## config.mk

```make
export PLATFORM = sky130hd
export DESIGN_NAME = l1_trigger_register_flat
export DESIGN_NICKNAME = d
export VERILOG_FILES = /design/src/rtl/l1_trigger_register_pkg.sv /design/src/rtl/l1_trigger_register_if.sv /design/src/rtl/l1_trigger_register_tmr_voted_reg.sv /design/src/rtl/l1_trigger_register.sv /design/src/flat_wrapper.sv
export SDC_FILE = /design/constraint.sdc
export NUM_CORES = 1
export LEC_CHECK = 0
export ABC_AREA = 1
export BUFFER_PORTS_ARGS = -buffer_cell sky130_fd_sc_hd__buf_2
export CORE_MARGIN = 1.5
export CORE_UTILIZATION = 40
export DETAILED_ROUTE_END_ITERATION = 16
export HOLD_SLACK_MARGIN = 0.05
export SLEW_MARGIN = 20
export SYNTH_ARGS = -nofsm -noshare
export SYNTH_HDL_FRONTEND = slang
export SYNTH_SLANG_ARGS = --single-unit
```

## constraint.sdc

```tcl
create_clock -name Clk -period 2.9 [get_ports Clk]
set_clock_uncertainty 0.2 [all_clocks]
set_input_delay 0 -clock Clk [delete_from_list [all_inputs] [get_ports Clk]]
set_output_delay 0 -clock Clk [all_outputs]
set_load 0.02 [all_outputs]
```

## src/rtl/l1_trigger_register_pkg.sv

```systemverilog
// l1_trigger_register_pkg
// Shared constants and helpers for the L1 trigger register slice.
//   DEPTH / PTR_W       : trigger FIFO depth and pointer width
//   BCID_W / TAG_W      : field widths of one stored entry
//   ENTRY_W             : packed {tag, bcid} entry width
//   tmr_vote()          : bitwise 2-of-3 majority, up to TMR_W bits wide
package l1_trigger_register_pkg;

  localparam int DEPTH   = 16;
  localparam int PTR_W   = 4;
  localparam int BCID_W  = 8;
  localparam int MISS_W  = 8;
  localparam int TAG_W   = 4;
  localparam int ENTRY_W = TAG_W + BCID_W;

  // Widest value the voter handles; narrower callers zero-extend their
  // operands and truncate the result back to their own width.
  localparam int TMR_W   = 8;

  function automatic logic [TMR_W-1:0] tmr_vote(
    input logic [TMR_W-1:0] a,
    input logic [TMR_W-1:0] b,
    input logic [TMR_W-1:0] c
  );
    return (a & b) | (b & c) | (a & c);
  endfunction

endpackage

```

## src/rtl/l1_trigger_register_if.sv

```systemverilog
// l1_trigger_register_if
// Trigger-in / readout-out handshake bundle of the L1 trigger register.
//   L1, L1In, BCID   : trigger strobe with the tag and bunch crossing to store
//   Rd_Ack           : readout pops the head entry
//   Rd_Valid         : head entry present
//   Rd_L1In, Rd_BCID : head entry contents (show-ahead)
//   L1_Reg_Full      : register full; gates triggers and the upstream counter
// master = trigger source / readout controller side, slave = the register.
interface l1_trigger_register_if #(
  parameter int BCID_W = 8
);
  logic              L1;
  logic [3:0]        L1In;
  logic [BCID_W-1:0] BCID;
  logic              Rd_Ack;
  logic              Rd_Valid;
  logic [3:0]        Rd_L1In;
  logic [BCID_W-1:0] Rd_BCID;
  logic              L1_Reg_Full;

  modport master (
    output L1, L1In, BCID, Rd_Ack,
    input  Rd_Valid, Rd_L1In, Rd_BCID, L1_Reg_Full
  );

  modport slave (
    input  L1, L1In, BCID, Rd_Ack,
    output Rd_Valid, Rd_L1In, Rd_BCID, L1_Reg_Full
  );
endinterface

```

## src/rtl/l1_trigger_register_tmr_voted_reg.sv

```systemverilog
// tmr_voted_reg
// W-bit triple-redundant register with majority-voted output.
//   Clk, Reset : clock, asynchronous active-low reset (all copies -> 0)
//   d          : next value, computed by the owner from the voted q
//   q          : bitwise majority of the three copies
//   mismatch   : any copy differs from its siblings (combinational)
// Because every copy reloads from a value derived from q, a single upset
// copy is overwritten with the voted value at the next posedge.
module tmr_voted_reg
  import l1_trigger_register_pkg::*;
#(
  parameter int W = 4
) (
  input  logic         Clk,
  input  logic         Reset,
  input  logic [W-1:0] d,
  output logic [W-1:0] q,
  output logic         mismatch
);

  logic [W-1:0] copy_a_reg;
  logic [W-1:0] copy_b_reg;
  logic [W-1:0] copy_c_reg;

  always_ff @(posedge Clk or negedge Reset) begin
    if (!Reset) begin
      copy_a_reg <= '0;
      copy_b_reg <= '0;
      copy_c_reg <= '0;
    end else begin
      copy_a_reg <= d;
      copy_b_reg <= d;
      copy_c_reg <= d;
    end
  end

  assign q = W'(tmr_vote(TMR_W'(copy_a_reg), TMR_W'(copy_b_reg), TMR_W'(copy_c_reg)));

  assign mismatch = (copy_a_reg != copy_b_reg) || (copy_b_reg != copy_c_reg);

endmodule

```

## src/rtl/l1_trigger_register.sv

```systemverilog
// l1_trigger_register
// Show-ahead FIFO of accepted L1 triggers, each entry {L1In tag, BCID}.
//   Clk, Reset  : clock, asynchronous active-low reset
//   bus (slave) : L1/L1In/BCID in, Rd_Ack in, Rd_Valid/Rd_L1In/Rd_BCID out,
//                 L1_Reg_Full out
//   Occupancy   : voted entry count (0..DEPTH)
//   L1_Missed   : saturating count of L1 strobes seen while full
//   Error       : voted flag, set for one cycle span after any TMR copy upset
// wr_ptr, rd_ptr and count are triple-redundant; storage is not.
module l1_trigger_register
  import l1_trigger_register_pkg::*;
#(
  parameter int DEPTH  = l1_trigger_register_pkg::DEPTH,
  parameter int PTR_W  = l1_trigger_register_pkg::PTR_W,
  parameter int BCID_W = l1_trigger_register_pkg::BCID_W,
  parameter int MISS_W = l1_trigger_register_pkg::MISS_W
) (
  input  logic                      Clk,
  input  logic                      Reset,
  l1_trigger_register_if.slave      bus,
  output logic [PTR_W:0]            Occupancy,
  output logic [MISS_W-1:0]         L1_Missed,
  output logic                      Error
);

  localparam int CNT_W = PTR_W + 1;
  localparam int ENT_W = TAG_W + BCID_W;

  logic [PTR_W-1:0]  wr_ptr, wr_ptr_next;
  logic [PTR_W-1:0]  rd_ptr, rd_ptr_next;
  logic [CNT_W-1:0]  count, count_next;
  logic              wr_mismatch, rd_mismatch, cnt_mismatch;
  logic              full, write_en, pop_en;
  logic [ENT_W-1:0]  mem [DEPTH];
  logic [MISS_W-1:0] missed_reg;
  logic              err_a_reg, err_b_reg, err_c_reg;

  assign full     = (count == CNT_W'(DEPTH));
  assign write_en = bus.L1 && !full;
  assign pop_en   = bus.Rd_Ack && (count != '0);

  always_comb begin
    wr_ptr_next = wr_ptr;
    rd_ptr_next = rd_ptr;
    count_next  = count;
    if (write_en) wr_ptr_next = wr_ptr + PTR_W'(1);
    if (pop_en)   rd_ptr_next = rd_ptr + PTR_W'(1);
    // Simultaneous write and pop leaves the count unchanged.
    case ({write_en, pop_en})
      2'b10:   count_next = count + CNT_W'(1);
      2'b01:   count_next = count - CNT_W'(1);
      default: count_next = count;
    endcase
  end

  tmr_voted_reg #(.W(PTR_W)) u_wr_ptr (
    .Clk(Clk), .Reset(Reset), .d(wr_ptr_next), .q(wr_ptr), .mismatch(wr_mismatch)
  );

  tmr_voted_reg #(.W(PTR_W)) u_rd_ptr (
    .Clk(Clk), .Reset(Reset), .d(rd_ptr_next), .q(rd_ptr), .mismatch(rd_mismatch)
  );

  tmr_voted_reg #(.W(CNT_W)) u_count (
    .Clk(Clk), .Reset(Reset), .d(count_next), .q(count), .mismatch(cnt_mismatch)
  );

  // Storage is not reset; entries beyond the voted count are never shown
  // as valid.
  always_ff @(posedge Clk) begin
    if (write_en) mem[wr_ptr] <= {bus.L1In, bus.BCID};
  end

  always_ff @(posedge Clk or negedge Reset) begin
    if (!Reset) begin
      missed_reg <= '0;
    end else if (bus.L1 && full && (missed_reg != '1)) begin
      missed_reg <= missed_reg + MISS_W'(1);
    end
  end

  // Mismatch is sampled on the falling edge, half a cycle after the copies
  // settle, so Error reports an upset for one cycle span while the copies
  // themselves heal at the next rising edge.
  always_ff @(negedge Clk or negedge Reset) begin
    if (!Reset) begin
      err_a_reg <= 1'b0;
      err_b_reg <= 1'b0;
      err_c_reg <= 1'b0;
    end else begin
      err_a_reg <= wr_mismatch || rd_mismatch || cnt_mismatch;
      err_b_reg <= wr_mismatch || rd_mismatch || cnt_mismatch;
      err_c_reg <= wr_mismatch || rd_mismatch || cnt_mismatch;
    end
  end

  assign Error = 1'(tmr_vote(TMR_W'(err_a_reg), TMR_W'(err_b_reg), TMR_W'(err_c_reg)));

  assign bus.Rd_Valid    = (count != '0);
  assign bus.L1_Reg_Full = full;
  assign {bus.Rd_L1In, bus.Rd_BCID} = mem[rd_ptr];
  assign Occupancy       = count;
  assign L1_Missed       = missed_reg;

endmodule

```

## src/flat_wrapper.sv

```systemverilog
// flat-port wrapper written by rule: the top's interface ports become plain ports
module l1_trigger_register_flat import l1_trigger_register_pkg::*;
#(
  parameter int DEPTH  = l1_trigger_register_pkg::DEPTH,
  parameter int PTR_W  = l1_trigger_register_pkg::PTR_W,
  parameter int BCID_W = l1_trigger_register_pkg::BCID_W,
  parameter int MISS_W = l1_trigger_register_pkg::MISS_W
)
  (Clk, Reset, Occupancy, L1_Missed, Error, bus_L1, bus_L1In, bus_BCID, bus_Rd_Ack, bus_Rd_Valid, bus_Rd_L1In, bus_Rd_BCID, bus_L1_Reg_Full);
  l1_trigger_register_if #(.BCID_W(BCID_W)) bus_i ();
  input  logic Clk;
  input  logic Reset;
  output logic [PTR_W:0] Occupancy;
  output logic [MISS_W-1:0] L1_Missed;
  output logic Error;
  input wire logic [$bits(bus_i.L1)-1:0] bus_L1;
  input wire logic [$bits(bus_i.L1In)-1:0] bus_L1In;
  input wire logic [$bits(bus_i.BCID)-1:0] bus_BCID;
  input wire logic [$bits(bus_i.Rd_Ack)-1:0] bus_Rd_Ack;
  output wire logic [$bits(bus_i.Rd_Valid)-1:0] bus_Rd_Valid;
  output wire logic [$bits(bus_i.Rd_L1In)-1:0] bus_Rd_L1In;
  output wire logic [$bits(bus_i.Rd_BCID)-1:0] bus_Rd_BCID;
  output wire logic [$bits(bus_i.L1_Reg_Full)-1:0] bus_L1_Reg_Full;
  assign bus_i.L1 = bus_L1;
  assign bus_i.L1In = bus_L1In;
  assign bus_i.BCID = bus_BCID;
  assign bus_i.Rd_Ack = bus_Rd_Ack;
  assign bus_Rd_Valid = bus_i.Rd_Valid;
  assign bus_Rd_L1In = bus_i.Rd_L1In;
  assign bus_Rd_BCID = bus_i.Rd_BCID;
  assign bus_L1_Reg_Full = bus_i.L1_Reg_Full;
  l1_trigger_register #(.DEPTH(DEPTH), .PTR_W(PTR_W), .BCID_W(BCID_W), .MISS_W(MISS_W)) u_core (.Clk(Clk), .Reset(Reset), .bus(bus_i), .Occupancy(Occupancy), .L1_Missed(L1_Missed), .Error(Error));
endmodule
```

Yosys cells after proc, flatten, opt, wreduce, memory -nomap -nowiden. Memories as Yosys holds them, arrays and structs flattened. Cells that the tools add are included. W data, S select, Z words.

Bits of input ports: 16. Memories kept: 1. Bits in writable memories: 192. Register bits: 21.

Add/subtract/negate cells: 5. Muxes and demuxes: 5. Equal/unequal tests: 4. Reductions and logical operators: 6. Bitwise operators: 9.

Memories: u_core.mem (depth 16, width 12, read ports 1, clocked after Yosys merged registers in 0, write ports 1, RTL line l1_trigger_register.sv:34) `logic [ENT_W-1:0] mem [DEPTH];`.

Operators with widths (number): $or A4 B4 Y4 (4); $or A5 B5 Y5 (2); $pmux W5 S2 (1); $add A4 B1 Y4 const B (2); $add A8 B1 Y8 const B (1); $and A4 B4 Y4 (2); $mux W4 (2); $ne A8 B8 Y1 const B (1); $add A5 B1 Y5 const B (1); $and A5 B5 Y5 (1); $eq A5 B5 Y1 const B (1); $reduce_bool A5 Y1 (1); $sub A5 B1 Y5 const B (1); $logic_and A1 B1 Y1 (4); $eq A2 B1 Y1 const B (1); $eq A2 B2 Y1 const B (1); $mux W1 (2); $logic_not A1 Y1 (1).

Depth between registers and ports, before layout. Gate-level depths: netlist (run 1).

Word-level depth: 8. Gate-level depth with buffers: 16. Depth with buffers taken out: 16.

Hierarchy. Synthesis (run 1) repeated with hierarchy kept, for this count alone.

Cell total of the unflattened synthesis: 791. Area total of the unflattened synthesis: 9100.0 um^2.

Modules (own cells, without submodules): l1_trigger_register (cells each 772, times used 1, area an instance 8740.9 um^2, seq. area each 5990.7 um^2); tmr_voted_reg at u_core.u_rd_ptr ... (cells each 6, times used 2, area an instance 111.4 um^2, seq. area each 100.1 um^2); tmr_voted_reg at u_core.u_count (cells each 7, times used 1, area an instance 136.4 um^2, seq. area each 125.1 um^2).

Worst setup path after synthesis (run 1). No wires, ideal clock.

Path kind: register -> register. From: reg u_core.u_count.copy_c_reg[2]. To: reg u_core.u_count.copy_c_reg[4]. Clock period less this slack: 2524 ps. Arrival: 2196 ps. Required time: 2573 ps. Buffers on the path: 0. Slack: 376 ps. Cell stages (with the launch flop): 17. Path through: dfrtp_1 -> nor2_1 -> nand4_1 -> nand2_1 -> inv_1 -> ha_1 -> inv_1 -> nand2_1 -> nand2_1 -> ha_1 -> inv_1 -> nand2_1 -> nand3_1 -> nand2_1 -> nand2_1 -> nand3_1 -> o21ai_0.

Elaborated cells between the ends (all ways): 13.

RTL lines: from (decl) (RTL line l1_trigger_register_tmr_voted_reg.sv:23) `logic [W-1:0] copy_c_reg;`; from (signal assigned) (RTL line l1_trigger_register_tmr_voted_reg.sv:29) `copy_c_reg <= '0;`; from (signal assigned) (RTL line l1_trigger_register_tmr_voted_reg.sv:33) `copy_c_reg <= d;`; $and A5 B5 Y5 * (RTL line l1_trigger_register_pkg.sv:25) `return (a & b) | (b & c) | (a & c);`; $or A5 B5 Y5 (RTL line l1_trigger_register_pkg.sv:25); $or A5 B5 Y5 * (RTL line l1_trigger_register_pkg.sv:25); $reduce_bool A5 Y1 *; via bus_Rd_Valid (RTL line flat_wrapper.sv:20) `output wire logic [$bits(bus_i.Rd_Valid)-1:0] bus_Rd_Valid;`; $logic_and A1 B1 Y1 * (RTL line l1_trigger_register.sv:40) `assign pop_en = bus.Rd_Ack && (count != '0);`; via u_core.pop_en (RTL line l1_trigger_register.sv:33) `logic full, write_en, pop_en;`; $eq A2 B1 Y1 / $eq A2 B2 Y1 (equally long branches) (RTL line l1_trigger_register.sv:49) `case ({write_en, pop_en})`; $pmux W5 S2 * (RTL line l1_trigger_register.sv:49).

Mark *: on every way through the listed nets, which the timed path passes. The rest lies on a longest branch. A chain may end at the register's enable or synchronous reset.

Worst setup path after layout (run 1).
From: reg u_core.u_rd_ptr.copy_c_reg[0]. To: out bus_Rd_L1In[2].

Word-level cells in the longest chain between the ends: 4.

Ends and longest elaborated chain: from (decl) (RTL line l1_trigger_register_tmr_voted_reg.sv:23); from (signal assigned) (RTL line l1_trigger_register_tmr_voted_reg.sv:29); from (signal assigned) (RTL line l1_trigger_register_tmr_voted_reg.sv:33); $and A4 B4 Y4 * (RTL line l1_trigger_register_pkg.sv:25); $or A4 B4 Y4 (RTL line l1_trigger_register_pkg.sv:25); $or A4 B4 Y4 * (RTL line l1_trigger_register_pkg.sv:25); $mem_v2 Z16 W12 *; to (decl) (RTL line flat_wrapper.sv:21) `output wire logic [$bits(bus_i.Rd_L1In)-1:0] bus_Rd_L1In;`.

Every way passes the cells marked *; elsewhere a longest branch is shown, timed or not.

==> results.cfg, run 1 <==
[place]
dp.final_hpwl_mm = 11.7
place_inst = 1065
gp_congestion = 0.812
pre_cts_ws_ps = 439
port_buffers = 42
placed_area_um2 = 9480

[pwr]
p_sw_mw = 3.84
pwr-share-clk = 0.259
sw_frac_of_total = 0.374
pwr-share-comb = 0.352
leakagePower_nw = 3.80
internal_power_mw = 6.43
peakVddDrop_uv = 717
design_power_total_mw = 10.3
seq_power_share = 0.388
power.density_nw_per_um2 = 996

[synthesis]
syn_inst = 753
synth_area_per_cell_um2 = 11.8
ys_types = 24
synth_nets = 779
ys_seq_area_frac = 0.709
yosys_warnings = 0
syn_area_um2 = 8880
ys_ff_latch = 213

[timing]
period_share = 0.915
rsz0062_at_grt = false
worst_pin_slew_ps = 700
worst_slack_ps = 246
fin_setup_tns_ps = 0
setup_viol = 0
fmax_mhz = 377
finalHoldViolCount = 0
slew_headroom = 0.533
min_period_ps = 2650
finalMaxSlewViolations = 0
holdWs_ps = 203

[cells_and_area]
layoutNonFillerInstCount = 1121
final_common_cell = edfxtp_1
fin_util = 0.473
largest_reg_flops = 192
area_growth_pct = 16.3
n_antenna_cell = 0
final_area_um2 = 10300
drive_above_1_share = 0.130
mostFrequentLayoutCells = edfxtp_1, nor2_1, o21ai_0
final_nets = 853

[min_path]
worstHoldPathType = primary input to flip-flop
min_to = u_core.u_wr_ptr.copy_c_reg[0]
whs_path_depth = 4
hp-start = bus_L1

[clock_network]
clock_path_buffers = 3
postCtsSetupRepairBufs = 0
clk_pin_slew_worst_paths_ps = 60
cts_root_buffer = clkbuf_16
clock_sinks = 213
worstSkewPairLatency_ps = 500
htreeDepth = 1
numCtsBuffers = 23
cts_tree = done

[routing]
routed_wl_mm = 19.9
vias = 5788
ant_nets = 0
drc = 0
drt_iter0_drc = 443
via_per_inst = 5.16
wl_per_cell_um = 17.7
first_pass_iters = 5

[die]
die_w_um = 152
dieArea_um2 = 23100
start_util = 0.407
fp.dieH_um = 152
ios = 44
core_um2 = 21800
row_count = 54

[global_route]
grt_pass1_vias = 5637
grt_pass1_wl_mm = 31.2
grt_max_degree = 51
grt.total_usage = 0.172
antenna_found_initial = 0
grt_overflow = 0

[critical_path]
path_class = flip-flop to output port
required_ps = 2700
worstRegToRegCells = 13
rrSetupSlack_ps = 410
crit_arrival_ps = 2450
worstReg2RegStart = u_core.u_count.copy_c_reg[2]
path_max_fanout = 42
r2r-end = u_core.u_count.copy_c_reg[4]
startpoint_type = flip-flop
critPathCaptureType = output port

[run]
maxCapViolCount = 0

[outcome]
status = finished clean
[routing by layer]
layer | up-vias | share of wire | wire (um) | GRT usage
met2 | 142 | 0.48 | 9450 | 0.285
met4 | 0 | 0.020 | 399 | 0.0453
met5 | - | 0 | 0 | 0
met1 | 2828 | 0.45 | 8990 | 0.236
li1 | 2784 | - | - | -
met3 | 34 | 0.052 | 1040 | 0.0294
[synthesized netlist by cell type, drive strengths merged]
cell type	instances	area share
clkbuf	18	0.0078
edfxtp	192	0.65
a21oi	13	0.0073
buf	21	0.016
xnor2	6	0.0059
o211ai	24	0.020
conb	1	0.00042
nand3	60	0.034
nand2	58	0.025
nor2	166	0.070
dfrtp	21	0.059
o21ai	109	0.061
nand3b	1	0.00085
o21bai	1	0.00085
ha	10	0.014
inv	42	0.018
xor2	8	0.0079
nand4	2	0.0014
[area by class of cell]
cell class / instances / area (um2)
clock inverter: 12 / 85.1
sequential: 213 / 6300
tap: 280 / 350
fill: 1990 / 11500
clock buffer: 27 / 591
timing repair buffer: 88 / 622
multi-input combinational: 459 / 2220
inverter: 42 / 158
[cell families (layout without fill, tap and decap cells)]
logic type      after synthesis  count (layout)  share of synthesized area
compound gates              147             147                     0.0899
xor+xnor                     14              14                     0.0138
fa+ha+maj                    10              10                     0.0141
buf+inv                      81             169                     0.0413
flops                       213             213                      0.709
other cells                   1               1                   0.000422
simple gates                287             287                      0.132
[repair_timing]
action | 4_1_cts | 5_1_grt
hold buffers | 16 | 1
endpoints found under the hold margin | 232 | 21
endpoints found under the setup margin | 0 | 2
resized for setup | 0 | 1
[critical path, cell delays in order (launching register included)]
cell      delay (ps)
dfrtp_4          660
inv_2            150
buf_4            370
o21ai_0          120
o211ai_1         210
nand3_1          150
nand2_1          110
buf_2            160
[worst max path at each step]
| stage | cells past startpoint | start | end | slack [ps] |
|---|---|---|---|---|
| CTS | 8 | u_core.u_rd_ptr.copy_c_reg[0] | bus_Rd_L1In[2] | 150 |
| detailed placement | 13 | u_core.u_count.copy_c_reg[2] | u_core.u_count.copy_c_reg[4] | 440 |
| finish | 7 | u_core.u_rd_ptr.copy_c_reg[0] | bus_Rd_L1In[2] | 250 |
| global route | 9 | u_core.u_rd_ptr.copy_c_reg[0] | bus_Rd_L1In[2] | 40 |
| global placement | 16 | u_core.u_count.copy_c_reg[2] | u_core.u_count.copy_c_reg[4] | 510 |
| floorplan | 16 | u_core.u_count.copy_c_reg[2] | u_core.u_count.copy_c_reg[4] | 380 |
[power by group through the flow]
stage                     Sequential [mW]  Clock [mW]  Combinational [mW]
final                                3.99        2.67                3.62
after global routing                 4.03        2.83                4.04
after CTS                            3.99        2.71                3.66
after detailed placement             4.05           0                3.63
after global placement               4.04           0                3.61
after floorplan                      4.03           0                2.48
No activity file was read; power rests on OpenSTA's default activity.
==> run 2, diff against run 1 <==
Settings changed: ABC_AREA 1 to unset, SLEW_MARGIN 20 to unset.
==> results.cfg, run 2 <==
[synthesis]
ys_ff_latch = 213
synth_area_per_cell_um2 = 19.5
synthTopCellsByCount = edfxtp_1, mux4_2, a22oi_1, dfrtp_1, nand2_1
synth_top_area_frac = 0.674
yosysMostFrequentCell = edfxtp_1
ys_types = 45
syn_inst = 438
synthTopCellsByArea = edfxtp_1, mux4_2, dfrtp_1
yosys.area.top_type = edfxtp_1
synth_edf_count = 192
async_flop_share = 0.0986
ys.flop_type = edfxtp_1
yosys_warnings = 0
ys_seq_area_frac = 0.735
syn_area_um2 = 8560
synth_nets = 464

[clock_network]
cts_tree = done
clk_pin_slew_worst_paths_ps = 60
worstSkewPairLatency_ps = 510
cts-resized-gates = 0
clock_sinks = 213
htreeDepth = 1
numCtsBuffers = 23
cts_root_buffer = clkbuf_16
clock_path_buffers = 3

[die]
fp.dieH_um = 149
core_um2 = 21000
dieArea_um2 = 22300
ios = 44
start_util = 0.407
die_w_um = 149
row_count = 53

[place]
gp_congestion = 0.792
placed_area_um2 = 9350
dp.final_hpwl_mm = 10.8
port_buffers = 42
place_inst = 764
pre_cts_ws_ps = 86.7

[critical_path]
crit_buf_inv = 0
crit_end = u_core.u_count.copy_c_reg[4]
crit_path_start = u_core.u_count.copy_c_reg[1]
required_ps = 3130
startpoint_type = flip-flop
critPathTopFamily = compound AO/OA/AOI/OAI gates
slowest_stage = or3_4
path_max_fanout = 11
critPathCaptureType = flip-flop
cp.depth = 9
crit_arrival_ps = 3020
worstRegToRegCells = 9
crit_chain = or3_4 -> o31a_4 -> ha_4 -> xor2_1 -> ha_2 -> nor2b_1 -> o31a_1 -> o2bb2ai_1 -> xor2_1
path_class = flip-flop to flip-flop
r2r-end = u_core.u_count.copy_c_reg[4]
cpMostUsedCell = xor2_1
rrSetupSlack_ps = 110
worstReg2RegStart = u_core.u_count.copy_c_reg[1]
cp_slowest_stage_delay_ps = 440

[timing]
setup_viol = 0
holdWs_ps = 212
fmax_mhz = 359
worst_slack_ps = 113
period_share = 0.961
finalHoldViolCount = 0
finalMaxSlewViolations = 0
rsz0062_at_grt = false
min_period_ps = 2790
worst_pin_slew_ps = 1100
slew_headroom = 0.262

[cells_and_area]
n_antenna_cell = 0
drive_above_1_share = 0.316
fill_cells = 1709
mostFrequentLayoutCells = edfxtp_1, mux4_2, buf_2
final_nets = 557
largest_reg_flops = 192
area_growth_pct = 19.7
layoutNonFillerInstCount = 823
final_common_cell = edfxtp_1
final_area_um2 = 10200

[routing]
drt_iter0_drc = 309
first_pass_iters = 4
routed_wl_mm = 18.3
wl_per_cell_um = 22.2
ant_nets = 0
vias = 4414
via_per_inst = 5.36
drc = 0

[pwr]
sw_frac_of_total = 0.321
pwr-share-clk = 0.279
pwr-share-comb = 0.323
power.density_nw_per_um2 = 977
leakagePower_nw = 3.54
peakVddDrop_uv = 500
design_power_total_mw = 10.0
seq_power_share = 0.397
internal_power_mw = 6.80
p_sw_mw = 3.21

[global_route]
grt_pass1_wl_mm = 27.8
grt_overflow = 0
grt.total_usage = 0.171
antenna_found_initial = 0
grt_pass1_vias = 4719
grt_max_degree = 38

[min_path]
worstHoldPathType = primary input to flip-flop

[run]
maxCapViolCount = 0

[outcome]
status = finished clean
## run 2: cell count changes after synthesis, sizes merged, moves of 9 or more
cell and change:
nor2 -156, o21ai -107, nand3 -54, mux4 +48
nand2 -37, inv -35, a22oi +24, o211ai -22
a21oi -11, and2 +9, buf -9
## run 2: through the flow
stage                util  TNS [ps]
finish              0.487         0
global route        0.487         0
CTS                 0.487         0
detailed placement  0.445         0
global placement    0.445         0
floorplan               -     -88.9
## run 2: power groups by stage
stage | clock network (mW) | logic [mW] | registers, mW
3_5_place_dp | 0 | 3.19 | 4.08
2_1_floorplan | 0 | 2.18 | 3.96
5_1_grt | 2.97 | 3.49 | 4.02
3_3_place_gp | 0 | 3.15 | 4.06
4_1_cts | 2.86 | 3.29 | 3.98
6_report | 2.80 | 3.24 | 3.97
## run 2: logic make-up (layout without fill, tap and decap cells)
family / count (synthesis) / after routing / synth area share
compound gates: 38 / 38 / 0.0339
mux: 55 / 55 / 0.136
flops: 213 / 213 / 0.735
fa+ha+maj: 10 / 10 / 0.0146
xor+xnor: 14 / 14 / 0.0143
other cells: 1 / 1 / 0.000438
simple gates: 76 / 76 / 0.0488
buf+inv: 31 / 141 / 0.0168
## run 2: per-layer routing
layer | track usage | vias to the layer above | part of all wire
li1 | - | 1956 | -
met1 | 0.232 | 2262 | 0.41
met2 | 0.280 | 157 | 0.49
met3 | 0.0300 | 39 | 0.075
met4 | 0.0559 | 0 | 0.028
met5 | 0 | - | 0
## run 2: worst min path at each step
stage               startpoint                            end  slack (ps)  cells after the start
floorplan                Reset            u_core.L1_Missed[0]        -500                      0
detailed placement       Reset            u_core.L1_Missed[5]        -210                      1
global route        bus_Rd_Ack  u_core.u_rd_ptr.copy_c_reg[0]         220                      4
global placement         Reset            u_core.L1_Missed[3]        -220                      1
CTS                 bus_Rd_Ack  u_core.u_rd_ptr.copy_c_reg[0]         190                      4
finish              bus_Rd_Ack  u_core.u_rd_ptr.copy_c_reg[0]         210                      4
## run 2: worst reg2reg max path, stage by stage (launching register included)
cell and delay (ps):
dfrtp_2 400, or3_4 440, o31a_4 390, ha_4 210
xor2_1 150, ha_2 210, nor2b_1 140, o31a_1 270
o2bb2ai_1 150, xor2_1 150
## run 2: final cells by class
| class | instances | area (um2) | area share |
|---|---|---|---|
| Tap cell | 275 | 344 | 0.0336 |
| Clock buffer | 28 | 594 | 0.0580 |
| Inverter | 7 | 26.3 | 0.00256 |
| Multi-Input combinational cell | 194 | 2200 | 0.215 |
| Timing Repair Buffer | 92 | 658 | 0.0642 |
| Sequential cell | 213 | 6300 | 0.615 |
| Clock inverter | 14 | 126 | 0.0123 |
## run 2: what timing repair did
| action | CTS | global route |
|---|---|---|
| cloned | 0 | 0 |
| pin swaps | 0 | 1 |
| endpoints found under the hold margin | 229 | 0 |
| setup endpoints to repair | 1 | 1 |
| hold buffers | 16 | 0 |
| setup buffers | 1 | 0 |
